`config.mk`:
```
export PLATFORM = sky130hd
export DESIGN_NAME = multicycle_ctrl
export DESIGN_NICKNAME = d
export VERILOG_FILES = /design/src/rtl/multicycle_ctrl.sv
export SDC_FILE = /design/constraint.sdc
export NUM_CORES = 1
export LEC_CHECK = 0
export CORE_MARGIN = 2
export CORE_UTILIZATION = 31
export CTS_CLUSTER_SIZE = 24
export DETAILED_ROUTE_END_ITERATION = 16
export PLACE_DENSITY = 0.83
export SLEW_MARGIN = 20
export SYNTH_ARGS = -nofsm -noshare
export SYNTH_HDL_FRONTEND = slang
export SYNTH_SLANG_ARGS = --single-unit
```
`constraint.sdc`:
```
create_clock -name CLK -period 3.28 [get_ports CLK]
set_clock_uncertainty 0.2 [all_clocks]
set_input_delay 0.82 -clock CLK [delete_from_list [all_inputs] [get_ports CLK]]
set_output_delay 0.82 -clock CLK [all_outputs]
set_load 0.01 [all_outputs]
```
`src/rtl/multicycle_ctrl.sv`:
```
// Multi-cycle ARM control FSM: sequences fetch/decode/execute/memory/writeback over a shared ALU and memory.
// Outputs are combinational from state and inputs; MemReady=0 stalls FETCH/MEMRD/MEMWR with enables held.
module multicycle_ctrl (
  input  logic        CLK,
  input  logic        RESET,
  input  logic [31:0] Instr,
  input  logic        CondEx,
  input  logic        MemReady,
  output logic        IRWrite,
  output logic        PCWrite,
  output logic        AdrSrc,
  output logic        ALUSrcA,
  output logic [1:0]  ALUSrcB,
  output logic [1:0]  ResultSrc,
  output logic        RegW,
  output logic        MemW,
  output logic [1:0]  ImmSrc,
  output logic [1:0]  RegSrc,
  output logic [1:0]  ALUControl,
  output logic [1:0]  FlagW,
  output logic [3:0]  State
);

  typedef enum logic [3:0] {
    S_FETCH  = 4'd0,
    S_DECODE = 4'd1,
    S_MEMADR = 4'd2,
    S_MEMRD  = 4'd3,
    S_MEMWB  = 4'd4,
    S_MEMWR  = 4'd5,
    S_EXECR  = 4'd6,
    S_EXECI  = 4'd7,
    S_ALUWB  = 4'd8,
    S_BRANCH = 4'd9
  } state_t;

  logic [3:0] state_q;
  state_t     state_d;

  logic [1:0] op;
  logic [5:0] funct;
  logic [3:0] cmd;
  logic       rd_pc;
  logic       unused_instr;

  assign op           = Instr[27:26];
  assign funct        = Instr[25:20];
  assign cmd          = funct[4:1];
  assign rd_pc        = (Instr[15:12] == 4'hF);
  assign unused_instr = ^{Instr[31:28], Instr[19:16], Instr[11:0]};

  logic [1:0] dp_alu;
  logic [1:0] dp_flag;
  logic       nowrite;

  // Data-processing decode; funct[0] is the S bit here.
  always_comb begin
    dp_alu  = 2'b00;
    dp_flag = 2'b00;
    nowrite = 1'b0;
    case (cmd)
      4'b0100: dp_flag = funct[0] ? 2'b11 : 2'b00;
      4'b0010: begin dp_alu = 2'b01; dp_flag = funct[0] ? 2'b11 : 2'b00; end
      4'b0000: begin dp_alu = 2'b10; dp_flag = funct[0] ? 2'b10 : 2'b00; end
      4'b1100: begin dp_alu = 2'b11; dp_flag = funct[0] ? 2'b10 : 2'b00; end
      4'b1010: begin
        nowrite = 1'b1;
        if (funct[0]) begin dp_alu = 2'b01; dp_flag = 2'b11; end
      end
      4'b1011: begin
        nowrite = 1'b1;
        if (funct[0]) dp_flag = 2'b11;
      end
      default: nowrite = 1'b1;
    endcase
  end

  always_comb begin
    case (op)
      2'b01:   begin ImmSrc = 2'b01; RegSrc = 2'b10; end
      2'b10:   begin ImmSrc = 2'b10; RegSrc = 2'b01; end
      default: begin ImmSrc = 2'b00; RegSrc = 2'b00; end
    endcase
  end

  always_ff @(posedge CLK) begin
    if (RESET) state_q <= S_FETCH;
    else       state_q <= state_d;
  end

  logic       irwrite, pcwrite, regw, memw;
  logic [1:0] flagw;

  always_comb begin
    state_d    = S_FETCH;
    irwrite    = 1'b0;
    pcwrite    = 1'b0;
    regw       = 1'b0;
    memw       = 1'b0;
    flagw      = 2'b00;
    AdrSrc     = 1'b0;
    ALUSrcA    = 1'b0;
    ALUSrcB    = 2'b00;
    ResultSrc  = 2'b00;
    ALUControl = 2'b00;
    case (state_q)
      S_FETCH: begin
        ALUSrcA   = 1'b1;
        ALUSrcB   = 2'b10;
        ResultSrc = 2'b10;
        irwrite   = MemReady;
        pcwrite   = MemReady;
        state_d   = MemReady ? S_DECODE : S_FETCH;
      end
      S_DECODE: begin
        ALUSrcA   = 1'b1;
        ALUSrcB   = 2'b10;
        ResultSrc = 2'b10;
        case (op)
          2'b00:   state_d = funct[5] ? S_EXECI : S_EXECR;
          2'b01:   state_d = S_MEMADR;
          2'b10:   state_d = S_BRANCH;
          default: state_d = S_FETCH;
        endcase
      end
      S_MEMADR: begin
        ALUSrcB    = 2'b01;
        ALUControl = funct[3] ? 2'b00 : 2'b01;
        state_d    = funct[0] ? S_MEMRD : S_MEMWR;
      end
      S_MEMRD: begin
        AdrSrc  = 1'b1;
        state_d = MemReady ? S_MEMWB : S_MEMRD;
      end
      S_MEMWR: begin
        AdrSrc  = 1'b1;
        memw    = CondEx;
        state_d = MemReady ? S_FETCH : S_MEMWR;
      end
      S_MEMWB: begin
        ResultSrc = 2'b01;
        regw      = CondEx;
        pcwrite   = CondEx & rd_pc;
      end
      S_EXECR, S_EXECI: begin
        ALUSrcB    = (state_q == S_EXECI) ? 2'b01 : 2'b00;
        ALUControl = dp_alu;
        flagw      = dp_flag & {2{CondEx}};
        state_d    = S_ALUWB;
      end
      S_ALUWB: begin
        regw    = CondEx & ~nowrite;
        pcwrite = CondEx & ~nowrite & rd_pc;
      end
      S_BRANCH: begin
        ALUSrcB   = 2'b01;
        ResultSrc = 2'b10;
        pcwrite   = CondEx;
      end
      default: state_d = S_FETCH;
    endcase
  end

  // Reset suppresses every write so an interrupted access leaves no partial effect.
  assign IRWrite = irwrite & ~RESET;
  assign PCWrite = pcwrite & ~RESET;
  assign RegW    = regw & ~RESET;
  assign MemW    = memw & ~RESET;
  assign FlagW   = flagw & {2{~RESET}};
  assign State   = state_q;

endmodule

```
==> results.toml <==
[status]
status = "complete, no violations"

[yosys]
synth_area_um2 = 571
async_flop_share = 0
synth.ff_latch_count = 4
synth_edf_count = 0
synthCells = 81
syn-num-nets = 117
synthFlopType = "dfxtp_1"
yosys_warnings = 0
avgSynthCellArea_um2 = 7.04
synth.distinct_cells = 35
yosysSeqAreaShare = 0.140

[floorplan]
die_w_um = 46.9
die_h_um = 46.9
fp-row-count = 15
initial_core_util = 0.330
core-area_mm2 = 0.00173
die_area_mm2 = 0.00220
io_pins = 58

[worst_setup_path]
start_kind = "primary input"
critPathKind = "primary input to output pin"
worstPathRequired_ps = 2260
crit_chain = "clkdlybuf4s50_1 > nor2b_2 > nand4_1 > buf_4 > nor2_1 > dlygate4sd2_1"
crit_slowest_cell = "clkdlybuf4s50_1"
r2r-end = "State[2]$_SDFF_PP0_"
r2r_start = "State[2]$_SDFF_PP0_"
cp.arrival_ps = 2180
crit_path_max_incr_delay_ps = 480
r2r_setup_slack_ps = 1470
cp-end-kind = "output pin"
path_max_fanout = 3
reg2reg_depth = 4

[global_route]
antenna_found_initial = 0
grt.total_usage = 0.213
grt_pass1_wl_um = 3330
first_global_vias = 763
grt_max_degree = 15
grt_overflow_total = 0

[drt]
via_per_inst = 5.20
vias = 790
ant_nets = 0
drt-total-wl_um = 2240
drc = 0
wl_per_cell_um = 14.7
drt_iter0_markers = 14
first_pass_iters = 4

[power]
p_clk_frac = 0.259
vdd_drop_max_v = 0.000141
leakage_nw = 0.465
power.density_mw_per_mm2 = 232
power_mw = 0.247
p_sw_mw = 0.0857
seqPwrFrac = 0.248
pwr-share-comb = 0.492
internal-power_mw = 0.162
sw_frac_of_total = 0.346

[clock_network]
clk_latency_ps = 240
root_buffer = "clkbuf_4"
cts_tree = "yes"
cts_hold_buf = 0
clock_path_buffers = 2
htree_levels = 1
clk_pin_slew_ps = 40
cts_buffers = 3
clock_sinks = 4

[final_layout]
largest_reg_flops = 4
drive_above_1_share = 0.236
final_cell_mix = "clkdlybuf4s50_1 (25), buf_4 (14), nor2_1 (7), nand2b_1 (6)"
stdcell_count = 152
final_util = 0.618
fin_area_mm2 = 0.00107
diodes = 0
syn_to_final_growth_pct = 87.1
final_nets = 165
mostFrequentLayoutCell = "clkdlybuf4s50_1"

[sta]
tightest_slew_ps = 545
maxClockFrequency_ghz = 0.313
hold_viol = 0
maxSlewHeadroom = 0.636
setup_violations = 0
fin_crit_sh = 0.975
period_minus_slack_ps = 3200
slew_violations = 0
rsz0062_at_grt = "false"

[worst_hold_path]
hold_path_end = "State[3]$_SDFF_PP0_"
whs_path_depth = 3
hold_path.class = "flop to flop"
hp-start = "State[1]$_SDFF_PP0_"

[placed_design]
port_buffers = 37
dpl-instance-area_mm2 = 0.00101
hpwlAfterDp_um = 1500
gp_congestion = 0.859
placed_cells = 148

[run]
maxCapViolCount = 0
-- logic make-up (layout without fill, tap and decap cells) --
family                 after synthesis  count (layout)  synth area share
AND/OR/NAND/NOR                     45              45             0.469
buffers and inverters               10              56             0.112
XOR/XNOR                             2               2            0.0307
flip-flops                           4               4             0.140
AO/OA/AOI/OAI                       20              20             0.248
-- power groups by stage --
| stage | sequential [mW] | combinational [mW] | clock, mW |
|---|---|---|---|
| 2_1_floorplan | 0.0575 | 0.0585 | 0 |
| 5_1_grt | 0.0625 | 0.132 | 0.0713 |
| 6_report | 0.0615 | 0.122 | 0.0642 |
| 3_3_place_gp | 0.0613 | 0.114 | 0 |
| 4_1_cts | 0.0608 | 0.118 | 0.0643 |
| 3_5_place_dp | 0.0616 | 0.116 | 0 |
-- worst max path at each step --
stage                         start        to  slack [ps]
after floorplan           Instr[24]   PCWrite         620
after global placement    Instr[24]   PCWrite        -380
after detailed placement  Instr[24]   PCWrite        -410
after CTS                    CondEx      MemW           6
after global routing         CondEx  FlagW[1]           6
final                        CondEx  FlagW[0]          80
-- synthesized netlist by cell type, types with 3 or more instances --
library cell / instances / share of area
nor4_1: 3 / 0.033
nor2b_1: 6 / 0.066
buf_4: 4 / 0.053
nand2_1: 4 / 0.026
buf_2: 3 / 0.026
a21oi_1: 5 / 0.044
a211oi_1: 3 / 0.039
nor3_1: 4 / 0.035
nand2b_1: 6 / 0.066
nor2_1: 8 / 0.053
a31oi_1: 3 / 0.033
dfxtp_1: 4 / 0.14
-- layer usage --
| metal | wire length (µm) | up-vias | global-route usage |
|---|---|---|---|
| li1 | - | 389 | - |
| met1 | 885 | 361 | 0.244 |
| met2 | 1140 | 34 | 0.375 |
| met3 | 149 | 6 | 0.0538 |
| met4 | 55 | 0 | 0.0833 |
| met5 | 0 | - | 0 |
-- worst max-delay path: cells and delay by family --
kind	cells	cell delay, ps
AND/OR/NAND/NOR	3	420
buffers and inverters	3	950
-- what timing repair did --
action,CTS,global route
pin swaps,3,4
resized for setup,18,12
setup endpoints to repair,8,6
setup buffers,1,0
-- area by class of cell --
class | instances | area (µm²)
tap | 25 | 31.3
fill | 145 | 659
multi-input combinational | 67 | 464
inverter | 2 | 7.51
timing repair buffer | 51 | 462
clock buffer | 3 | 22.5
sequential | 4 | 80.1
-- metrics by stage --
step / worst slack (ps) / setup TNS [ps] / hold WS (ps)
2_1_floorplan: 622 / 0 / 461
3_3_place_gp: -382 / -1550 / 435
3_5_place_dp: -412 / -1680 / 457
4_1_cts: 5.86 / 0 / 464
5_1_grt: 5.68 / 0 / 494
6_report: 82.2 / 0 / 471
Power figures use the tool's default switching activity.
